<file path="config.mk">
export PLATFORM = sky130hd
export DESIGN_NAME = shift_add_mac_flat
export DESIGN_NICKNAME = d
export VERILOG_FILES = /design/src/rtl/shift_add_mac_pkg.sv /design/src/rtl/shift_add_mac_if.sv /design/src/rtl/shift_add_mac.sv /design/src/flat_wrapper.sv
export SDC_FILE = /design/constraint.sdc
export NUM_CORES = 1
export LEC_CHECK = 0
export ABC_AREA = 1
export BUFFER_PORTS_ARGS = -buffer_cell sky130_fd_sc_hd__buf_2
export CORE_UTILIZATION = 40
export CTS_CLUSTER_DIAMETER = 30
export CTS_CLUSTER_SIZE = 14
export DETAILED_ROUTE_END_ITERATION = 10
export MAX_ROUTING_LAYER = met4
export RECOVER_POWER = 100
export SLEW_MARGIN = 10
export SYNTH_ARGS = -nofsm -noshare
export SYNTH_HDL_FRONTEND = slang
export SYNTH_SLANG_ARGS = --single-unit
</file>
<file path="constraint.sdc">
create_clock -name clk -period 1.6 [get_ports clk]
set_input_delay 0.32 -clock clk [delete_from_list [all_inputs] [get_ports clk]]
set_output_delay 0.32 -clock clk [all_outputs]
set_load 0.01 [all_outputs]
</file>
<file path="src/rtl/shift_add_mac_pkg.sv">
// rtl/shift_add_mac_pkg.sv - shared arithmetic constants, state encoding and reference model
package shift_add_mac_pkg;

    localparam int MAC_WIDTH = 4;

    localparam int STATE_W = 3;

    localparam logic [STATE_W-1:0] IDLE  = 3'd0;
    localparam logic [STATE_W-1:0] ADD   = 3'd1;
    localparam logic [STATE_W-1:0] SHIFT = 3'd2;
    localparam logic [STATE_W-1:0] DONE  = 3'd3;

    // Golden M*Q+R at the default width, for benches and quick checks.
    function automatic logic [2*MAC_WIDTH-1:0] mac_ref(
        input logic [MAC_WIDTH-1:0] m,
        input logic [MAC_WIDTH-1:0] q,
        input logic [MAC_WIDTH-1:0] r
    );
        return (2*MAC_WIDTH)'(m) * (2*MAC_WIDTH)'(q) + (2*MAC_WIDTH)'(r);
    endfunction

endpackage

</file>
<file path="src/rtl/shift_add_mac_if.sv">
// rtl/shift_add_mac_if.sv - start/busy/done operand and result bundle
interface shift_add_mac_if
    import shift_add_mac_pkg::*;
#(
    parameter int WIDTH = MAC_WIDTH
) ();

    logic                 start;
    logic [WIDTH-1:0]     multiplicand;
    logic [WIDTH-1:0]     multiplier;
    logic [WIDTH-1:0]     addend;
    logic                 busy;
    logic                 done;
    logic [2*WIDTH-1:0]   product;

    modport master (
        output start, multiplicand, multiplier, addend,
        input  busy, done, product
    );

    modport slave (
        input  start, multiplicand, multiplier, addend,
        output busy, done, product
    );

endinterface

</file>
<file path="src/rtl/shift_add_mac.sv">
// rtl/shift_add_mac.sv - sequential unsigned shift-and-add multiply-accumulate
module shift_add_mac
    import shift_add_mac_pkg::*;
#(
    parameter int WIDTH = MAC_WIDTH
) (
    input  logic            clk,
    input  logic            reset,
    shift_add_mac_if.slave  bus
);

    localparam int                CNT_W    = $clog2(WIDTH + 1);
    localparam logic [CNT_W-1:0]  LAST_CNT = CNT_W'(WIDTH - 1);
    localparam logic [CNT_W-1:0]  CNT_ONE  = CNT_W'(1);

    logic [STATE_W-1:0]  r_state;
    logic [STATE_W-1:0]  w_next_state;

    logic                r_cy;
    logic [WIDTH-1:0]    r_u;
    logic [WIDTH-1:0]    r_l;
    logic [WIDTH-1:0]    r_m;
    logic [CNT_W-1:0]    r_cnt;
    logic [2*WIDTH-1:0]  r_product;

    logic [WIDTH:0]      w_sum;
    logic [2*WIDTH:0]    w_shifted;
    logic                w_last;
    logic                w_load;
    logic                w_add;
    logic                w_shift;
    logic                w_busy;
    logic                w_done;

    // Carry out of the add must survive into cy, so the sum is one bit wider.
    assign w_sum     = {1'b0, r_u} + {1'b0, r_m};
    // Logical right shift of {cy,U,L}; a zero enters above the carry.
    assign w_shifted = {1'b0, r_cy, r_u, r_l[WIDTH-1:1]};
    assign w_last    = (r_cnt == LAST_CNT);

    // State register; async abort returns straight to IDLE.
    always_ff @(posedge clk or negedge reset) begin
        if (!reset) begin
            r_state <= IDLE;
        end else begin
            r_state <= w_next_state;
        end
    end

    // Next-state: fixed ADD/SHIFT pairs, no early exit; illegal codes recover to IDLE.
    always_comb begin
        w_next_state = IDLE;
        case (r_state)
            IDLE:    w_next_state = bus.start ? ADD : IDLE;
            ADD:     w_next_state = SHIFT;
            SHIFT:   w_next_state = w_last ? DONE : ADD;
            DONE:    w_next_state = IDLE;
            default: w_next_state = IDLE;
        endcase
    end

    // Output and datapath strobes decoded from the registered state.
    always_comb begin
        w_load  = 1'b0;
        w_add   = 1'b0;
        w_shift = 1'b0;
        w_busy  = 1'b0;
        w_done  = 1'b0;
        case (r_state)
            IDLE:  w_load = bus.start;
            ADD: begin
                w_add  = r_l[0];
                w_busy = 1'b1;
            end
            SHIFT: begin
                w_shift = 1'b1;
                w_busy  = 1'b1;
            end
            DONE:  w_done = 1'b1;
            default: begin
                w_busy = 1'b0;
            end
        endcase
    end

    // Accumulator, carry, multiplicand and iteration counter.
    always_ff @(posedge clk or negedge reset) begin
        if (!reset) begin
            r_cy  <= 1'b0;
            r_u   <= '0;
            r_l   <= '0;
            r_m   <= '0;
            r_cnt <= '0;
        end else if (w_load) begin
            r_cy  <= 1'b0;
            r_u   <= bus.addend;
            r_l   <= bus.multiplier;
            r_m   <= bus.multiplicand;
            r_cnt <= '0;
        end else if (w_add) begin
            r_cy  <= w_sum[WIDTH];
            r_u   <= w_sum[WIDTH-1:0];
        end else if (w_shift) begin
            r_cy  <= w_shifted[2*WIDTH];
            r_u   <= w_shifted[2*WIDTH-1:WIDTH];
            r_l   <= w_shifted[WIDTH-1:0];
            r_cnt <= r_cnt + CNT_ONE;
        end
    end

    // Result is captured only on the final shift, so partial sums never show.
    always_ff @(posedge clk or negedge reset) begin
        if (!reset) begin
            r_product <= '0;
        end else if (w_shift && w_last) begin
            r_product <= w_shifted[2*WIDTH-1:0];
        end
    end

    assign bus.busy    = w_busy;
    assign bus.done    = w_done;
    assign bus.product = r_product;

endmodule
</file>
<file path="src/flat_wrapper.sv">
// flat-port wrapper written by rule: the top's interface ports become plain ports
module shift_add_mac_flat import shift_add_mac_pkg::*;
#(
    parameter int WIDTH = MAC_WIDTH
)
  (clk, reset, bus_start, bus_multiplicand, bus_multiplier, bus_addend, bus_busy, bus_done, bus_product);
  shift_add_mac_if #(.WIDTH(WIDTH)) bus_i ();
  input  logic clk;
  input  logic reset;
  input wire logic [$bits(bus_i.start)-1:0] bus_start;
  input wire logic [$bits(bus_i.multiplicand)-1:0] bus_multiplicand;
  input wire logic [$bits(bus_i.multiplier)-1:0] bus_multiplier;
  input wire logic [$bits(bus_i.addend)-1:0] bus_addend;
  output wire logic [$bits(bus_i.busy)-1:0] bus_busy;
  output wire logic [$bits(bus_i.done)-1:0] bus_done;
  output wire logic [$bits(bus_i.product)-1:0] bus_product;
  assign bus_i.start = bus_start;
  assign bus_i.multiplicand = bus_multiplicand;
  assign bus_i.multiplier = bus_multiplier;
  assign bus_i.addend = bus_addend;
  assign bus_busy = bus_i.busy;
  assign bus_done = bus_i.done;
  assign bus_product = bus_i.product;
  shift_add_mac #(.WIDTH(WIDTH)) u_core (.clk(clk), .reset(reset), .bus(bus_i));
endmodule
</file>
# Word level (Yosys, flattened, before mapping)
# Cells that the tools add are included.
# totals
regBits	27
in_bits	15
elab_cells	40
# classes
addsub	2
eq_ne	5
n_mux	20
n_reduce_logical	6
# op_table
op	count
$mux 4	6
$eq 3x2->1 const B	3
$mux 1	9
$mux 3	3
$pmux 3 s3	1
$add 4x4->5	1
$add 3x1->3 const B	1
$eq 3x1->1 const B	1
$logic_not 3->1	1
$reduce_bool 3->1	1
$mux 2	1
$ne 2x1->1 const B	1
$reduce_and 2->1	1
$reduce_bool 2->1	1
$reduce_or 2->1	1
$logic_and 1x1->1	1

# Depth between registers and ports, before layout
# depth
word_depth	5
ltp_mapped	8
mapped_depth_nobuf	8

# Worst setup path before layout
# Ideal clock, no wire load.
# synth_path
path_type	register -> register
startpoint	reg u_core.r_m[0]
endpoint	reg u_core.r_u[2]
setup_ns	0.128
t_arrival_ns	1.278
required_time_ns	1.472
setup_slack_ns	0.193
path_stages_with_launch	7
n_path_buf	0
period_less_slack_ns	1.407
cell_sequence	dfrtp_1 > ha_1 > fa_1 > nor2_1 > o21ai_0 > o21bai_1 > o21ai_0
# synth_between
elab_chain_cells	3
# synth_lines
item	line_no	text
start: declaration	shift_add_mac.sv:22	logic [WIDTH-1:0] r_m;
start signal: assignment	shift_add_mac.sv:98	r_m <= bus.multiplicand;
$add 4x4->5	shift_add_mac.sv:36	assign w_sum = {1'b0, r_u} + {1'b0, r_m};
$mux 4	shift_add_mac.sv:100	end else if (w_add) begin
$mux 4	shift_add_mac.sv:94	end else if (w_load) begin
end signal: assignment	shift_add_mac.sv:96	r_u <= bus.addend;
end signal: assignment	shift_add_mac.sv:102	r_u <= w_sum[WIDTH-1:0];
end signal: assignment	shift_add_mac.sv:105	r_u <= w_shifted[2*WIDTH-1:WIDTH];
end: declaration	shift_add_mac.sv:20	logic [WIDTH-1:0] r_u;
# Every way passes these cells.
# A chain may end at the register's enable or synchronous reset.

# Final worst setup path
# layout_path
startpoint	reg u_core.r_state[1]
endpoint	out bus_busy
# layout_between
elab_chain_cells	3
word_cells_on_any_way	4
classes_between	eq/ne (2); mux (1); reduce/logical (1)
# layout_lines
item	line_no	text
start: declaration	shift_add_mac.sv:16	logic [STATE_W-1:0] r_state;
start signal: assignment	shift_add_mac.sv:46	r_state <= w_next_state;
$eq 3x1->1 or $eq 3x2->1 (tied branches)	shift_add_mac.sv:69	case (r_state)
$reduce_or 2->1 (no line) *	n/a	
$mux 1 *	shift_add_mac.sv:69	
end: declaration	flat_wrapper.sv:14	output wire logic [$bits(bus_i.busy)-1:0] bus_busy;
# Mark *: on every way between the ends. The rest lies on a longest branch, timed or not.

==> metrics.txt <==
status complete, no violations; first-pass iteration count of the detailed router 4; Syn Area/Cell 9.363 µm²; Die X 60.66 µm; Yosys reg bits 26; clock share of power 13.0%; DIE HEIGHT 60.66 µm; Mapped Nets 173; initial antenna violation count 0; Cell Pwr Density 2060 nW/µm²; setup violators final 0; register area 650.6 µm²; placer congestion estimate 0.8579; Switch Pwr 1414 µW; Final Hold Vio Count 0; Initial Util 43.65%; filler instances 312; first-pass GRT wire length 4478 µm; GRT overflow 0; core area 3153 µm²; PnR worst setup slack 0.07514 ns; synthesized area 1376 µm²; CTS tree built; Final Max Slew Viols 0; I/O Pins 25; Rel. slew slack 56.80%; final WL 2696 µm; Layout Cells excl Fill 227; Routed wire per std cell 11.88 µm; Post-DP HPWL 1981 µm; Placement Setup Slack 0.02381 ns; layout cell share with drive strength beyond 1 25.14%; Synth cell types 28; Final Power 3462 µW; clk_lat worst skew 0.32 ns; CP Data Arrival Time 1.20 ns; design area 1680 µm²; Sequential Power Share 33.4%; 1st-iter DRT viols 26; vias in the first global route 1,037; Logic pwr share 53.7%; Inst Count DP 216; crit path time final 1.525 ns; Clock transition at path regs 0.14 ns; CTS Buf Count 3; Vias 1,101; nets 210; Placed Area 1558 µm²; Buffers on Ports 24; multi-input logic area 633.1 µm²; leading register cell type out of synthesis dfrtp_1; Worst Path Required 1.28 ns; internal power 2047 µW; r2r setup slk 0.08 ns; Root Buffer clkbuf_4; clock skew 0.002436 ns; vias per cell 4.850; EDFF count, synth 0; CTS sink cnt 26; Worst Setup End Kind output port; Gate Count Post-Synth 147; worst vdd ir 0.0008214 V; Tightest Pin Transition 0.6480 ns; largest net degree at the start of global routing 27; crit path max fanout 4; Final period util 95.30%; Max Clk Rate 655.8 MHz; Crit Path Category reg2out; HP Class in2reg; async set-or-reset flop fraction in the synthesized netlist 100.0%; gr usage total 16.95%; Die Area 3680 µm²; Layout area overhead 22.09%; P_leak 0.0008632 µW; Final Util 53.29%; Routed Antenna Nets 0; row cnt 20; H-tree levels 1; synth warn 0; Antenna Cells 0; DRC errors left 0; Worst Setup Start Kind register; max-cap viol count 0; Clock Tree Buf Depth 2; switch share 40.86%; register area share after synthesis 47.27%
## area by class of cell
| class | count | area share, % |
|---|---|---|
| Clock inverter | 1 | 1.787 |
| Inverter | 18 | 4.319 |
| Sequential cell | 26 | 38.72 |
| Multi-Input combinational cell | 99 | 37.68 |
| Clock buffer | 3 | 1.340 |
| Timing Repair Buffer | 36 | 12.88 |
| Tap cell | 44 | 3.276 |
## power by group through the flow
stage / registers [µW] / clock network, µW / logic (µW)
after floorplan: 1170 / 0 / 1240
after global placement: 1150 / 0 / 1610
after detailed placement: 1170 / 0 / 1660
after CTS: 1150 / 461 / 1790
after global routing: 1190 / 486 / 2100
final: 1160 / 448 / 1860
## metal layers
layer / vias up / wire, µm / global-route usage [%]
met2: 14 / 1307 / 28.10
li1: 559 / - / -
met5: - / 0 / -
met4: 0 / 27 / 5.844
met3: 4 / 68 / 2.772
met1: 524 / 1293 / 20.95
## synth_stat cells (3+ instances only)
library cell / number / share of area, %
nand2_1: 41 / 11
dfrtp_1: 26 / 47
inv_1: 16 / 4.4
o21ai_0: 12 / 4.4
ha_1: 10 / 9.1
a21oi_1: 5 / 1.8
nand3_1: 4 / 1.5
nor2_1: 4 / 1.1
a31oi_1: 3 / 1.4
o211ai_1: 3 / 1.6
## through the flow
step,TNS [ns],hold WS (ns)
after floorplan,0,0.02441
after global placement,0,0.3486
final,0,0.1881
after detailed placement,0,0.3533
after CTS,0,0.1811
after global routing,-0.001280,0.1896
## timing repair
item                                    in CTS  in global routing
buffers inserted                             3                  3
hold endpoints to repair                    26                  0
endpoints found under the setup margin       3                 13
hold buffers                                 1                  0
pin swaps                                    1                  1
resized for setup                            0                  6
## logic make-up after synthesis
logic type | Yosys count | share of synthesized area [%]
flops | 26 | 47.27
simple gates | 54 | 17.82
mux | 2 | 1.545
fa+ha+maj | 11 | 10.55
buf+inv | 22 | 7.545
compound gates | 32 | 15.27
## sequential cells by signal, indices dropped and copies added, names as in the netlist
| signal | count |
|---|---|
| u_core.r_state | 2 |
| u_core.r_l | 4 |
| u_core.r_cy | 1 |
| u_core.r_cnt | 3 |
| u_core.r_u | 4 |
| u_core.bus.product | 8 |
| u_core.r_m | 4 |
## final timing paths
kind | startpoint | to | cells past startpoint
setup / recovery | u_core.r_state[1]$_DFF_PN0_ | bus_busy | 3
hold / removal | bus_multiplicand[3] | u_core.r_m[3]$_DFFE_PN0P_ | 3
setup reg to reg | u_core.r_state[0]$_DFF_PN0_ | u_core.r_l[0]$_DFFE_PN0P_ | 8
hold reg to reg | u_core.bus.product[7]$_DFFE_PN0P_ | u_core.bus.product[7]$_DFFE_PN0P_ | 2
max in group asynchronous | reset | u_core.r_m[1]$_DFFE_PN0P_ | 2
min in group asynchronous | reset | u_core.r_u[3]$_DFFE_PN0P_ | 2
## layout by cell type, fill, tap and decap left out, types with 2 or more instances in the layout
cell type	Yosys	final
nand2_4	2	2
buf_4	0	6
nand3_1	4	4
a21oi_1	5	5
clkbuf_4	0	5
clkbuf_1	1	8
dfrtp_1	26	26
a31oi_1	3	3
nand2_1	41	41
inv_2	0	3
o21ai_0	12	13
buf_2	1	14
ha_1	10	9
clkbuf_2	0	3
inv_1	16	13
o22ai_1	2	2
nor2_1	4	4
o211ai_1	3	3
o211ai_2	2	2
## critical path: stages, from the launching register on
cell and delay, ns:
dfrtp_1 0.44, inv_2 0.08, ha_4 0.27, buf_6 0.09
No activity file was read; power rests on OpenSTA's default activity.
